--- config.mk ---
export PLATFORM = sky130hd
export DESIGN_NAME = controlador_entrada_chaves_flat
export DESIGN_NICKNAME = d
export VERILOG_FILES = /design/src/rtl/controlador_entrada_chaves_if.sv /design/src/rtl/controlador_entrada_chaves.sv /design/src/flat_wrapper.sv
export SDC_FILE = /design/constraint.sdc
export NUM_CORES = 1
export LEC_CHECK = 0
export ABC_CLOCK_PERIOD_IN_PS = 2200
export CORE_ASPECT_RATIO = 0.6
export CORE_MARGIN = 2
export CORE_UTILIZATION = 47
export DETAILED_ROUTE_END_ITERATION = 16
export GPL_TIMING_DRIVEN = 0
export PLACE_DENSITY = 0.76
export RECOVER_POWER = 100
export SYNTH_ARGS = -nofsm -noshare
export SYNTH_HDL_FRONTEND = slang
export SYNTH_SLANG_ARGS = --single-unit
--- constraint.sdc ---
create_clock -name clock -period 2.2 [get_ports clock]
set_input_delay 0.44 -clock clock [delete_from_list [all_inputs] [get_ports clock]]
set_output_delay 0.44 -clock clock [all_outputs]
set_load 0.02 [all_outputs]
--- src/rtl/controlador_entrada_chaves_if.sv ---
// Decoder-facing bus of the switch input controller.
// Master = decoder/datapath side, slave = controlador_entrada_chaves.
interface controlador_entrada_chaves_if #(
    parameter int LARGURA_CHAVES = 14
);
    logic [1:0]                in;
    logic [LARGURA_CHAVES-1:0] dado_lido_entrada;
    logic                      aguardando_entrada;
    logic                      entrada_valida;

    modport master (
        output in,
        input  dado_lido_entrada,
        input  aguardando_entrada,
        input  entrada_valida
    );

    modport slave (
        input  in,
        output dado_lido_entrada,
        output aguardando_entrada,
        output entrada_valida
    );
endinterface

--- src/rtl/controlador_entrada_chaves.sv ---
// Switch/confirm-button input controller for the IN instruction.
// Optional macro ENTRADA_DEBOUNCE_EN enables the button debounce counter.
module controlador_entrada_chaves #(
    parameter int LARGURA_CHAVES  = 14,
    parameter int DEBOUNCE_CICLOS = 50000
) (
    input  logic                      clock,
    input  logic                      reset_n,
    input  logic [LARGURA_CHAVES-1:0] chaves,
    input  logic                      botao_confirma,
    controlador_entrada_chaves_if.slave bus
);

    if (DEBOUNCE_CICLOS < 2) begin : g_debounce_ciclos_invalido
        $error("DEBOUNCE_CICLOS must be at least 2");
    end

    typedef enum logic [1:0] {
        OCIOSO,
        AGUARDA_PRESS,
        CONCLUIDO,
        AGUARDA_SOLTA
    } estado_t;

    estado_t estado;
    estado_t estado_prox;

    logic [LARGURA_CHAVES-1:0] chaves_s1;
    logic [LARGURA_CHAVES-1:0] chaves_s2;
    logic [LARGURA_CHAVES-1:0] dado_q;
    logic                      botao_s1;
    logic                      botao_s2;
    logic                      nivel_q;
    logic                      nivel_prox;
    logic                      evento_press;
    logic                      evento_solta;
    logic                      pedido;
    logic                      captura;

    assign pedido = (bus.in == 2'd1);

    // two-flop synchronizers; button idles released (high)
    always_ff @(posedge clock or negedge reset_n) begin
        if (!reset_n) begin
            chaves_s1 <= '0;
            chaves_s2 <= '0;
            botao_s1  <= 1'b1;
            botao_s2  <= 1'b1;
        end else begin
            chaves_s1 <= chaves;
            chaves_s2 <= chaves_s1;
            botao_s1  <= botao_confirma;
            botao_s2  <= botao_s1;
        end
    end

`ifdef ENTRADA_DEBOUNCE_EN
    localparam int CW = $clog2(DEBOUNCE_CICLOS);
    localparam logic [CW-1:0] LIMITE = CW'(DEBOUNCE_CICLOS - 1);

    logic [CW-1:0] cont_q;
    logic          difere;

    assign difere     = (botao_s2 != nivel_q);
    assign nivel_prox = (difere && cont_q == LIMITE) ? botao_s2 : nivel_q;

    // debounce: level flips after DEBOUNCE_CICLOS disagreeing cycles
    always_ff @(posedge clock or negedge reset_n) begin
        if (!reset_n) begin
            cont_q  <= '0;
            nivel_q <= 1'b1;
        end else begin
            nivel_q <= nivel_prox;
            if (!difere || cont_q == LIMITE) begin
                cont_q <= '0;
            end else begin
                cont_q <= cont_q + 1'b1;
            end
        end
    end
`else
    // keys already debounced externally: level is the synchronizer output
    assign nivel_q    = botao_s2;
    assign nivel_prox = botao_s1;
`endif

    // edges of the debounced level, seen one cycle before they land
    assign evento_press = nivel_q & ~nivel_prox;
    assign evento_solta = ~nivel_q & nivel_prox;

    // state register
    always_ff @(posedge clock or negedge reset_n) begin
        if (!reset_n) begin
            estado <= OCIOSO;
        end else begin
            estado <= estado_prox;
        end
    end

    // next-state and latch decision
    always_comb begin
        estado_prox = estado;
        captura     = 1'b0;
        unique case (estado)
            OCIOSO: begin
                if (pedido) begin
                    estado_prox = AGUARDA_PRESS;
                end
            end
            AGUARDA_PRESS: begin
                if (!pedido) begin
                    estado_prox = OCIOSO;
                end else if (evento_press) begin
                    estado_prox = CONCLUIDO;
                    captura     = 1'b1;
                end
            end
            CONCLUIDO: begin
                estado_prox = nivel_q ? OCIOSO : AGUARDA_SOLTA;
            end
            AGUARDA_SOLTA: begin
                if (evento_solta || nivel_q) begin
                    estado_prox = pedido ? AGUARDA_PRESS : OCIOSO;
                end
            end
            default: begin
                estado_prox = OCIOSO;
            end
        endcase
    end

    // captured switch value, held until the next accepted press
    always_ff @(posedge clock or negedge reset_n) begin
        if (!reset_n) begin
            dado_q <= '0;
        end else if (captura) begin
            dado_q <= chaves_s2;
        end
    end

    assign bus.dado_lido_entrada  = dado_q;
    assign bus.entrada_valida     = (estado == CONCLUIDO);
    assign bus.aguardando_entrada = pedido && (estado != CONCLUIDO);

endmodule

--- src/flat_wrapper.sv ---
// flat-port wrapper written by rule: the top's interface ports become plain ports
module controlador_entrada_chaves_flat 
#(
    parameter int LARGURA_CHAVES  = 14,
    parameter int DEBOUNCE_CICLOS = 50000
)
  (clock, reset_n, chaves, botao_confirma, bus_in, bus_dado_lido_entrada, bus_aguardando_entrada, bus_entrada_valida);
  controlador_entrada_chaves_if #(.LARGURA_CHAVES(LARGURA_CHAVES)) bus_i ();
  input  logic clock;
  input  logic reset_n;
  input  logic [LARGURA_CHAVES-1:0] chaves;
  input  logic botao_confirma;
  input wire logic [$bits(bus_i.in)-1:0] bus_in;
  output wire logic [$bits(bus_i.dado_lido_entrada)-1:0] bus_dado_lido_entrada;
  output wire logic [$bits(bus_i.aguardando_entrada)-1:0] bus_aguardando_entrada;
  output wire logic [$bits(bus_i.entrada_valida)-1:0] bus_entrada_valida;
  assign bus_i.in = bus_in;
  assign bus_dado_lido_entrada = bus_i.dado_lido_entrada;
  assign bus_aguardando_entrada = bus_i.aguardando_entrada;
  assign bus_entrada_valida = bus_i.entrada_valida;
  controlador_entrada_chaves #(.LARGURA_CHAVES(LARGURA_CHAVES), .DEBOUNCE_CICLOS(DEBOUNCE_CICLOS)) u_core (.clock(clock), .reset_n(reset_n), .chaves(chaves), .botao_confirma(botao_confirma), .bus(bus_i));
endmodule
==> impl_metrics.py <==
metrics = {
    "synth": {
        "ys_warn_count": 0,
        "synth_top_area_share": 0.7547,
        "synth_top_area_cell": "dfrtp_1",
        "synthDistinctLibCells": 17,
        "synth_seq_cells": 46,
        "synth_area_leaders": "dfrtp_1, mux2_4, mux2_2",
        "syn_avg_cell_area_um2": 19.45,
        "syn_area_um2": 1459,
        "yosysSeqAreaShare": 0.7907,
        "syn-num-nets": 94,
        "netlist_instances": 75,
    },
    "critical_path": {
        "path_max_fanout": 4,
        "crit_arrival_ns": 1.62,
        "startpoint_type": "flip-flop",
        "crit_type": "reg2out",
        "cp.required_ns": 1.76,
        "critPathSlowestCell": "dlygate4sd3_1",
        "timing.critical_path.to_type": "output pin",
        "path_buf_inv": 1,
        "critPathMaxStageDelay_ns": 0.70,
        "path_delay_family": "buffers and inverters",
        "cp_cell_sequence": "nor2b_1 > dlygate4sd3_1",
    },
    "cells_and_area": {
        "area_delta_synth_final_pct": 30.10,
        "layout-drive-gt1-share": 0.1610,
        "fin_cells": 160,
        "finalNetCount": 136,
        "antenna_cells": 0,
    },
    "global_route": {
        "grt_pass1_vias": 720,
        "grt_pass1_wl_um": 3187,
        "grt_antenna_before_repair": 0,
        "grt_max_degree": 33,
        "grtUsageTotal": 0.1221,
        "gr-total-overflow": 0,
    },
    "sta": {
        "finalHoldViolations": 0,
        "relSlewSlack": 0.5057,
        "max_freq_mhz": 484.8,
        "rsz0062_at_grt": "false",
        "period_needed_ns": 2.063,
        "skew_ns": 0.005933,
        "setup_viol": 0,
        "timing.final.crit_share": 0.9376,
        "layout_setup_ws_ns": 0.1372,
        "slew_violations": 0,
        "worst_slew_pin_slew_ns": 0.7414,
    },
    "route": {
        "vias": 713,
        "vias_per_cell": 4.456,
        "first_pass_iters": 4,
        "routedWlPerCell_um": 12.21,
        "drc": 0,
        "ant_nets": 0,
        "routed_wl_um": 1954,
        "drt_iter0_markers": 20,
    },
    "placed_design": {
        "dp_slack_ns": 0.02742,
        "dp.cells": 152,
        "gp_congestion": 0.7379,
        "dp_hpwl_um": 1450,
        "io_buffers": 34,
    },
    "clock_tree": {
        "cts_resized": 0,
        "cts.clk_slew.worst_paths_ns": 0.08,
        "cts_root_buf": "clkbuf_8",
        "h-tree-depth": 2,
        "clk_latency_ns": 0.28,
        "clock-sinks": 46,
        "ctsHoldBuffers": 0,
        "clock_tree.buffer_depth": 2,
        "cts_setup_buffers": 0,
        "cts_tree": "yes",
        "cts-buffers-inserted": 5,
    },
    "die": {
        "core_region_area_um2": 2909,
        "die_w_um": 75.93,
        "ios": 35,
        "fp.dieH_um": 47.16,
        "start_util": 0.5015,
        "core.rowCount": 15,
        "dieArea_um2": 3580,
    },
    "pwr": {
        "swShare": 0.2268,
        "p_int_uw": 1278,
        "seq_power_share": 0.573,
        "p_clk_frac": 0.298,
        "finalPower_uw": 1652,
        "max-vdd-ir-drop_uv": 505.0,
        "combPwrFrac": 0.129,
        "p_switching_uw": 374.8,
        "power.leakage_uw": 0.0008985,
        "p_per_area_nw_per_um2": 870.6,
    },
    "job": {
        "drv_cap": 0,
    },
    "outcome": {
        "status": "complete, no violations",
    },
    "hold_path": {
        "hp-class": "in2async",
    },
}
[state kept, by name, summed over array words and instances, names as in the netlist]
signal,cells
u_core.botao_s2,1
u_core.botao_s1,1
u_core.chaves_s2,14
u_core.bus.dado_lido_entrada,14
u_core.estado,2
u_core.chaves_s1,14
[cell usage in the layout (no fill, tap or decap), types with 2 or more instances in the layout]
master	count
dfrtp_1	44
dlygate4sd3_1	31
mux2_1	8
clkbuf_8	6
mux2_2	5
clkbuf_1	4
nor2b_1	2
inv_1	2
[cell families after synthesis]
group | Yosys count | share of synthesized area
flip-flops | 46 | 0.7907
multiplexers | 14 | 0.1312
AND/OR/NAND/NOR | 7 | 0.03087
AO/OA/AOI/OAI | 4 | 0.02058
buffers and inverters | 4 | 0.02659
[cell usage after synthesis]
cell type	number
a21oi_1	1
a31o_2	1
and3_1	1
buf_12	1
buf_6	1
dfrtp_1	44
dfstp_2	2
inv_1	2
mux2_2	5
mux2_4	9
nand2_1	1
nand2b_1	1
nor2_1	1
nor2b_1	2
nor3b_2	1
o21ai_0	1
o221a_2	1
[worst paths after layout]
check / startpoint / end / slack, ns / cells past startpoint
max reg2reg: u_core.botao_s2 / u_core.bus.dado_lido_entrada[12] / 0.30 / 5
min reg2reg: u_core.chaves_s1[9] / u_core.chaves_s2[9] / 0.35 / 0
max: u_core.estado[1] / bus_entrada_valida / 0.14 / 2
max in group asynchronous: reset_n / u_core.bus.dado_lido_entrada[8] / 0.85 / 2
min: reset_n / u_core.chaves_s1[0] / 0.18 / 1
min in group clock: u_core.chaves_s1[9] / u_core.chaves_s2[9] / 0.35 / 0
[worst register-to-register path, stage by stage (launching register included)]
cell,delay (ns)
dfstp_2,0.54
nor3b_2,0.19
and3_1,0.19
clkbuf_1,0.34
buf_12,0.19
mux2_1,0.33
[power by group through the flow]
stage	logic (µW)	registers (µW)	clock network [µW]
final	213	947	493
after global placement	255	964	0
after CTS	262	952	511
after detailed placement	263	967	0
after global routing	230	958	547
after floorplan	62.1	1010	0
[through the flow]
| step | hold WS, ns | area [µm²] | setup TNS [ns] | util |
|---|---|---|---|---|
| 2_1_floorplan | 0.1444 | 1459 | 0 | - |
| 3_3_place_gp | 0.3321 | 1852 | -16.15 | 0.6366 |
| 3_5_place_dp | 0.3347 | 1867 | 0 | 0.6417 |
| 4_1_cts | 0.04929 | 1958 | 0 | 0.6731 |
| 5_1_grt | 0.2294 | 1898 | 0 | 0.6525 |
| 6_report | 0.1760 | 1898 | 0 | 0.6525 |
[per-layer routing]
| layer | vias to the layer above | part of all wire | GRT usage |
|---|---|---|---|
| met1 | 358 | 0.46 | 0.1598 |
| met4 | 0 | 0 | 0.02182 |
| met5 | - | 0 | 0 |
| met2 | 22 | 0.47 | 0.1946 |
| met3 | 0 | 0.069 | 0.05962 |
| li1 | 333 | - | - |
[cell type report]
class	instances	area, µm²
plain buffers	2	23.77
clock buffers	7	86.33
clock inverters	1	5.005
fillers	216	1011
inverters	2	7.507
multi-input cells	25	236.5
flip-flops and latches	46	1154
well taps	42	52.55
repair buffers	35	332.8
(Power assumes the default switching activity.)
